## config.mk

```make
export PLATFORM = sky130hd
export DESIGN_NAME = shared_mem_port
export DESIGN_NICKNAME = d
export VERILOG_FILES = /design/src/rtl/shared_mem_port.sv
export SDC_FILE = /design/constraint.sdc
export NUM_CORES = 1
export LEC_CHECK = 0
export ABC_AREA = 0
export ABC_CLOCK_PERIOD_IN_PS = 2800
export CAP_MARGIN = 20
export CORE_AREA = 2 2 215 217
export DETAILED_ROUTE_END_ITERATION = 8
export DIE_AREA = 0 0 217 219
export SLEW_MARGIN = 10
export SYNTH_ARGS = -nofsm -noshare
export SYNTH_HDL_FRONTEND = slang
export SYNTH_SLANG_ARGS = --single-unit
```

## constraint.sdc

```tcl
create_clock -name i_clk -period 2.8 [get_ports i_clk]
set_input_delay 0.56 -clock i_clk [delete_from_list [all_inputs] [get_ports i_clk]]
set_output_delay 0.56 -clock i_clk [all_outputs]
set_load 0.05 [all_outputs]
```

## src/rtl/shared_mem_port.sv

```systemverilog
// Requester-side port between one SIMD core and the shared scratchpad arbiter.
// Accepts a single-beat or burst command, requests the bus, issues consecutive word addresses and returns read data.
module shared_mem_port #(
    parameter int BUS_SIZE = 128,
    parameter int ADDR_W   = 10,
    parameter int LEN_W    = 4
) (
    input  logic                i_clk,
    input  logic                i_rstn,
    input  logic                i_cmd_valid,
    output logic                o_cmd_ready,
    input  logic                i_cmd_we,
    input  logic [ADDR_W-1:0]   i_cmd_addr,
    input  logic [LEN_W-1:0]    i_cmd_len,
    input  logic                i_wvalid,
    input  logic [BUS_SIZE-1:0] i_wdata,
    output logic                o_wready,
    output logic                o_rvalid,
    output logic [BUS_SIZE-1:0] o_rdata,
    output logic                o_rlast,
    output logic                o_done,
    output logic                o_req,
    input  logic                i_grant,
    output logic                o_en,
    output logic                o_we,
    output logic [ADDR_W-1:0]   o_addr,
    output logic [BUS_SIZE-1:0] o_data,
    input  logic [BUS_SIZE-1:0] i_data
);

    typedef enum logic [1:0] {
        IDLE  = 2'd0,
        BUSY  = 2'd1,
        DRAIN = 2'd2
    } state_t;

    state_t              state;
    logic                we_q;
    logic [ADDR_W-1:0]   base_q;
    logic [LEN_W-1:0]    len_q;
    logic [LEN_W-1:0]    count;
    logic                rvalid_q;
    logic                rlast_q;

    logic                issue;
    logic                last_beat;

    // A write beat needs the core's data in the same cycle the grant is held.
    assign issue     = (state == BUSY) && i_grant && (!we_q || i_wvalid);
    assign last_beat = (count == len_q);

    always_ff @(posedge i_clk or negedge i_rstn) begin
        if (!i_rstn) begin
            state    <= IDLE;
            we_q     <= 1'b0;
            base_q   <= '0;
            len_q    <= '0;
            count    <= '0;
            rvalid_q <= 1'b0;
            rlast_q  <= 1'b0;
        end else begin
            rvalid_q <= issue && !we_q;
            rlast_q  <= issue && !we_q && last_beat;
            case (state)
                IDLE: begin
                    if (i_cmd_valid) begin
                        we_q   <= i_cmd_we;
                        base_q <= i_cmd_addr;
                        len_q  <= i_cmd_len;
                        count  <= '0;
                        state  <= BUSY;
                    end
                end
                BUSY: begin
                    if (issue) begin
                        count <= count + LEN_W'(1);
                        if (last_beat) begin
                            state <= we_q ? IDLE : DRAIN;
                        end
                    end
                end
                DRAIN: begin
                    state <= IDLE;
                end
                default: begin
                    state <= IDLE;
                end
            endcase
        end
    end

    assign o_cmd_ready = (state == IDLE);
    assign o_req       = (state == BUSY);
    assign o_en        = issue;
    assign o_we        = issue && we_q;
    assign o_wready    = issue && we_q;
    // Address arithmetic wraps naturally at the top of the word space.
    assign o_addr      = issue ? (base_q + ADDR_W'(count)) : '0;
    assign o_data      = (issue && we_q) ? i_wdata : '0;

    // Read data from the scratchpad arrives one cycle after the beat, aligned with rvalid.
    assign o_rvalid    = rvalid_q;
    assign o_rdata     = rvalid_q ? i_data : '0;
    assign o_rlast     = rlast_q;
    assign o_done      = (issue && we_q && last_beat) || (state == DRAIN);

endmodule

```

Word-level counts from Yosys, hierarchy flattened

Index checks and enable logic that the tools add are counted.

Register bits after elaboration: 23
Logic and storage cells: 40

Add/subtract/negate cells: 2
Equal/unequal tests: 6
Multiplexer cells: 11
Reductions and logical operators: 14

Operators with widths:

| cell                | number |
|---|---|
| $mux 128            | 2 |
| $add 10x4->10       | 1 |
| $mux 10             | 1 |
| $mux 2              | 4 |
| $mux 4              | 2 |
| $pmux 4 s2          | 1 |
| $logic_and 1x1->1   | 6 |
| $reduce_and 3->1    | 2 |
| $add 4x1->4 const B | 1 |
| $eq 4x4->1          | 1 |
| $ne 2x1->1 const B  | 2 |
| $pmux 2 s2          | 1 |
| $eq 2x1->1 const B  | 1 |
| $eq 2x2->1 const B  | 1 |
| $logic_not 2->1     | 1 |
| $logic_or 1x1->1    | 2 |
| $ne 2x2->1 const B  | 1 |
| $reduce_and 2->1    | 1 |
| $reduce_bool 2->1   | 1 |
| $logic_not 1->1     | 1 |

Longest topological paths before layout

Depth in word-level cells: 6
Mapped depth: 7

Worst setup path before layout

No wires, ideal clock.

Kind: flip-flop to output port
Start: register count[0]
End: output o_addr[4]
Arrival: 2.396 ns
Required time: 2.240 ns
Path slack: -0.156 ns
Stages on the path, launching flop included: 8
Path through: dfrtp_1 > ha_1 > inv_1 > fa_1 > nand2b_1 > nand2b_1 > a211oi_1 > nor3_1

Word-level cells in the longest chain between the ends: 2

RTL lines:

| item                   | RTL line | text |
|---|---|---|
| from (decl)            | 41       | `logic [LEN_W-1:0] count;` |
| from (signal assigned) | 76       | `count <= count + LEN_W'(1);` |
| $add 10x4->10          | 98       | `assign o_addr = issue ? (base_q + ADDR_W'(count)) : '0;` |
| $mux 10                | 98       |  |
| to (decl)              | 26       | `output logic [ADDR_W-1:0] o_addr,` |

Every way passes these cells.

Worst setup path after layout

Start: input i_grant
End: output o_data[87]

Word-level cells in the longest chain between the ends: 4

RTL lines:

| item                            | RTL line | text |
|---|---|---|
| from (decl)                     | 23       | `input logic i_grant,` |
| $logic_and 1x1->1 (2 in series) | 49       | `assign issue = (state == BUSY) && i_grant && (!we_q \|\| i_wvalid);` |
| $logic_and 1x1->1               | 99       | `assign o_data = (issue && we_q) ? i_wdata : '0;` |
| $mux 128                        | 99       |  |
| to (decl)                       | 27       | `output logic [BUS_SIZE-1:0] o_data,` |

Every way passes these cells.

==> results.ini <==
[status]
outcome = finished, final reports clean

[placement]
gp_congestion = 0.7589
place_area_um2 = 11510
dpl.hpwl_mm = 35.30
place_ws_ns = 0.003952
port_buffers = 549

[yosys]
yosysWarnings = 0
ys_ff_latch = 23
syn_inst = 409
yosys-top-cells-area = and2_1 53%, dfrtp_1 19%, mux2_2 4.8%, xnor2_1 2.6%, ha_1 2.0%
yosys.cell_count.top_type = and2_1
ys_types = 36
synth-compound-area-share = 0.04506
yosys.area.top_type = and2_1
synth-main-ff-cell = dfrtp_1
avgSynthCellArea_um2 = 7.467
syn_area_um2 = 3054
yosys-top-cells-count = 257 x and2_1, 23 x dfrtp_1, 14 x clkbuf_1
seq_area_frac_synth = 0.1884
synth_top_area_share = 0.5264
synth_xor_xnor_area_share = 0.03154
syn_nets = 691
async_flop_share = 1.000
synth-edff-count = 0
synthMuxAreaShare = 0.04793
synth_top_family_by_area = simple AND/OR/NAND/NOR gates
yosys.area_share.simple = 0.5957
synth_fa_ha_area_frac = 0.02704

[sta]
hold_viol = 0
setup_viol = 0
rsz0062_at_grt = yes
fin_ws_ns = 0.09240
slew_viol_final = 0
max_freq_mhz = 369.3
fin_crit_ns = 2.708
max_slew_margin = 0.6256
fin_skew_ns = 0.003299
holdWs_ns = 0.5206
finalCritPeriodShare = 0.9670
worstMarginPinSlew_ns = 0.5599

[clock_tree]
clkTransAtPathRegs_ns = 0.06
cts_buffer_depth = 2
clk_latency_ns = 0.25
ctsHoldBuffers = 0
cts_root_buf = clkbuf_16
cts_buffers = 3
cts_max_level = 1
cts_num_sinks = 23
cts_tree = done

[hold_path]
hold_class = register to register

[global_routing]
use_met3 = 0.1258
grt_first_pass_wirelength_mm = 47.85
grt_pass1_vias = 5075
grt_busiest_layer = met1
grtUsageMet2 = 0.1878
grt_usage = 0.1508
overflow = 0
grt_start_max_net_pins = 61
grt_use_met1 = 0.2016
antenna_found_initial = 11

[cells_and_area]
final_nets = 1227
layout-drive-gt1-share = 0.3369
postLayoutCellArea_um2 = 11670
final_core_util = 0.2588
fillCellCount = 4755
layout-area-overhead-vs-synth_pct = 282.0

[setup_path]
crit_slowest_cell = clkdlybuf4s50_1
cp-start-kind = input port
worstSetupPathType = input port to primary output
cp.required_ns = 2.24
crit_family = buffers and inverters
arrival_ns = 2.15
path_cells = clkdlybuf4s50_1 -> nand3b_4 -> nor2_4 -> buf_12 -> buf_16 -> and2_1 -> buf_12
end_kind = primary output
worst-path-buf-inv = 4
slowest_delay_ns = 0.51
crit_path_max_fanout = 44
cp_common_cell = buf_12

[drt]
ant_nets = 0
drc_errors = 0
wl_per_cell_um = 25.00
vias_per_cell = 3.206
dr.pass1.iters = 4
vias = 4956
drt-total-wl_mm = 38.65
drt-initial-drc-count = 158

[die]
start_util = 0.06774
ios = 550
die-area_um2 = 47520
coreArea_um2 = 45090
die_x_um = 217
die_y_um = 219
rows = 78

[power_and_ir_drop]
p_leak_nw = 4.645
finalPower_mw = 7.552
ir_drop_v = 0.0003028
powerDensity_nw_per_um2 = 647.3

[job]
maxCapViolCount = 0

logic make-up after synthesis:
family          after synthesis
compound gates               21
xor+xnor                     11
fa+ha+maj                     6
buf+inv                      39
flops                        23
mux                          13
simple gates                296
through the flow:
step | TNS [ns] | std cells
final | 0 | 1546
after global routing | -0.08840 | 1544
after CTS | 0 | 1542
after detailed placement | 0 | 1538
after global placement | 0 | 1538
after floorplan | 0 | 409
layer usage:
layer	wire, um	part of all wire	up-vias
li1	-	-	2336
met5	128	0.0033	-
met2	14250	0.37	312
met3	7333	0.19	26
met1	16770	0.43	2262
met4	164	0.0042	20
where the power goes:
| part | switching [mW] | internal (mW) | total [mW] |
|---|---|---|---|
| registers | 0.196 | 0.483 | 0.679 |
| logic | 3.69 | 2.87 | 6.56 |
| clock network | 0.117 | 0.194 | 0.311 |
| total | 4.01 | 3.54 | 7.55 |
placed cells by master (no fill, tap or decap), types with 6 or more instances in the layout:
cell	instances
nor2_1	11
o21ai_0	6
clkdlybuf4s50_1	277
buf_4	49
and2_1	257
dfrtp_1	21
xnor2_1	9
nand2_1	6
mux2_2	13
buf_12	235
path summary, 6_finish.rpt:
check / startpoint / to / slack (ns) / cells past startpoint
max in group asynchronous: i_rstn / o_rvalid / 1.61 / 2
hold / removal: we_q / o_rvalid / 0.52 / 1
setup reg to reg: state[0] / count[1] / 1.13 / 6
setup / recovery: i_grant / o_data[87] / 0.09 / 7
hold reg to reg: we_q / o_rvalid / 0.52 / 1
min in group asynchronous: i_rstn / base_q[5] / 0.65 / 1
cell type report:
cell class	count	area (um2)	area share
multi-input combinational	347	2321	0.1989
clock buffer	4	78.83	0.006756
inverter	6	22.52	0.001930
tap	600	750.7	0.06434
antenna	2	5.005	0.0004290
sequential	23	580.6	0.04976
timing repair buffer	564	7909	0.6779
sequential cells by signal (all words and copies together), names as in the netlist:
name,count
state,2
o_rvalid,1
base_q,10
count,4
we_q,1
o_rlast,1
len_q,4
timing repair:
item | 4_1_cts | 5_1_grt
resized for setup | 3 | 5
setup buffers | 0 | 1
pin swaps | 0 | 1
cloned | 0 | 1
setup endpoints to repair | 3 | 58
No activity file was read; power rests on OpenSTA's default activity.
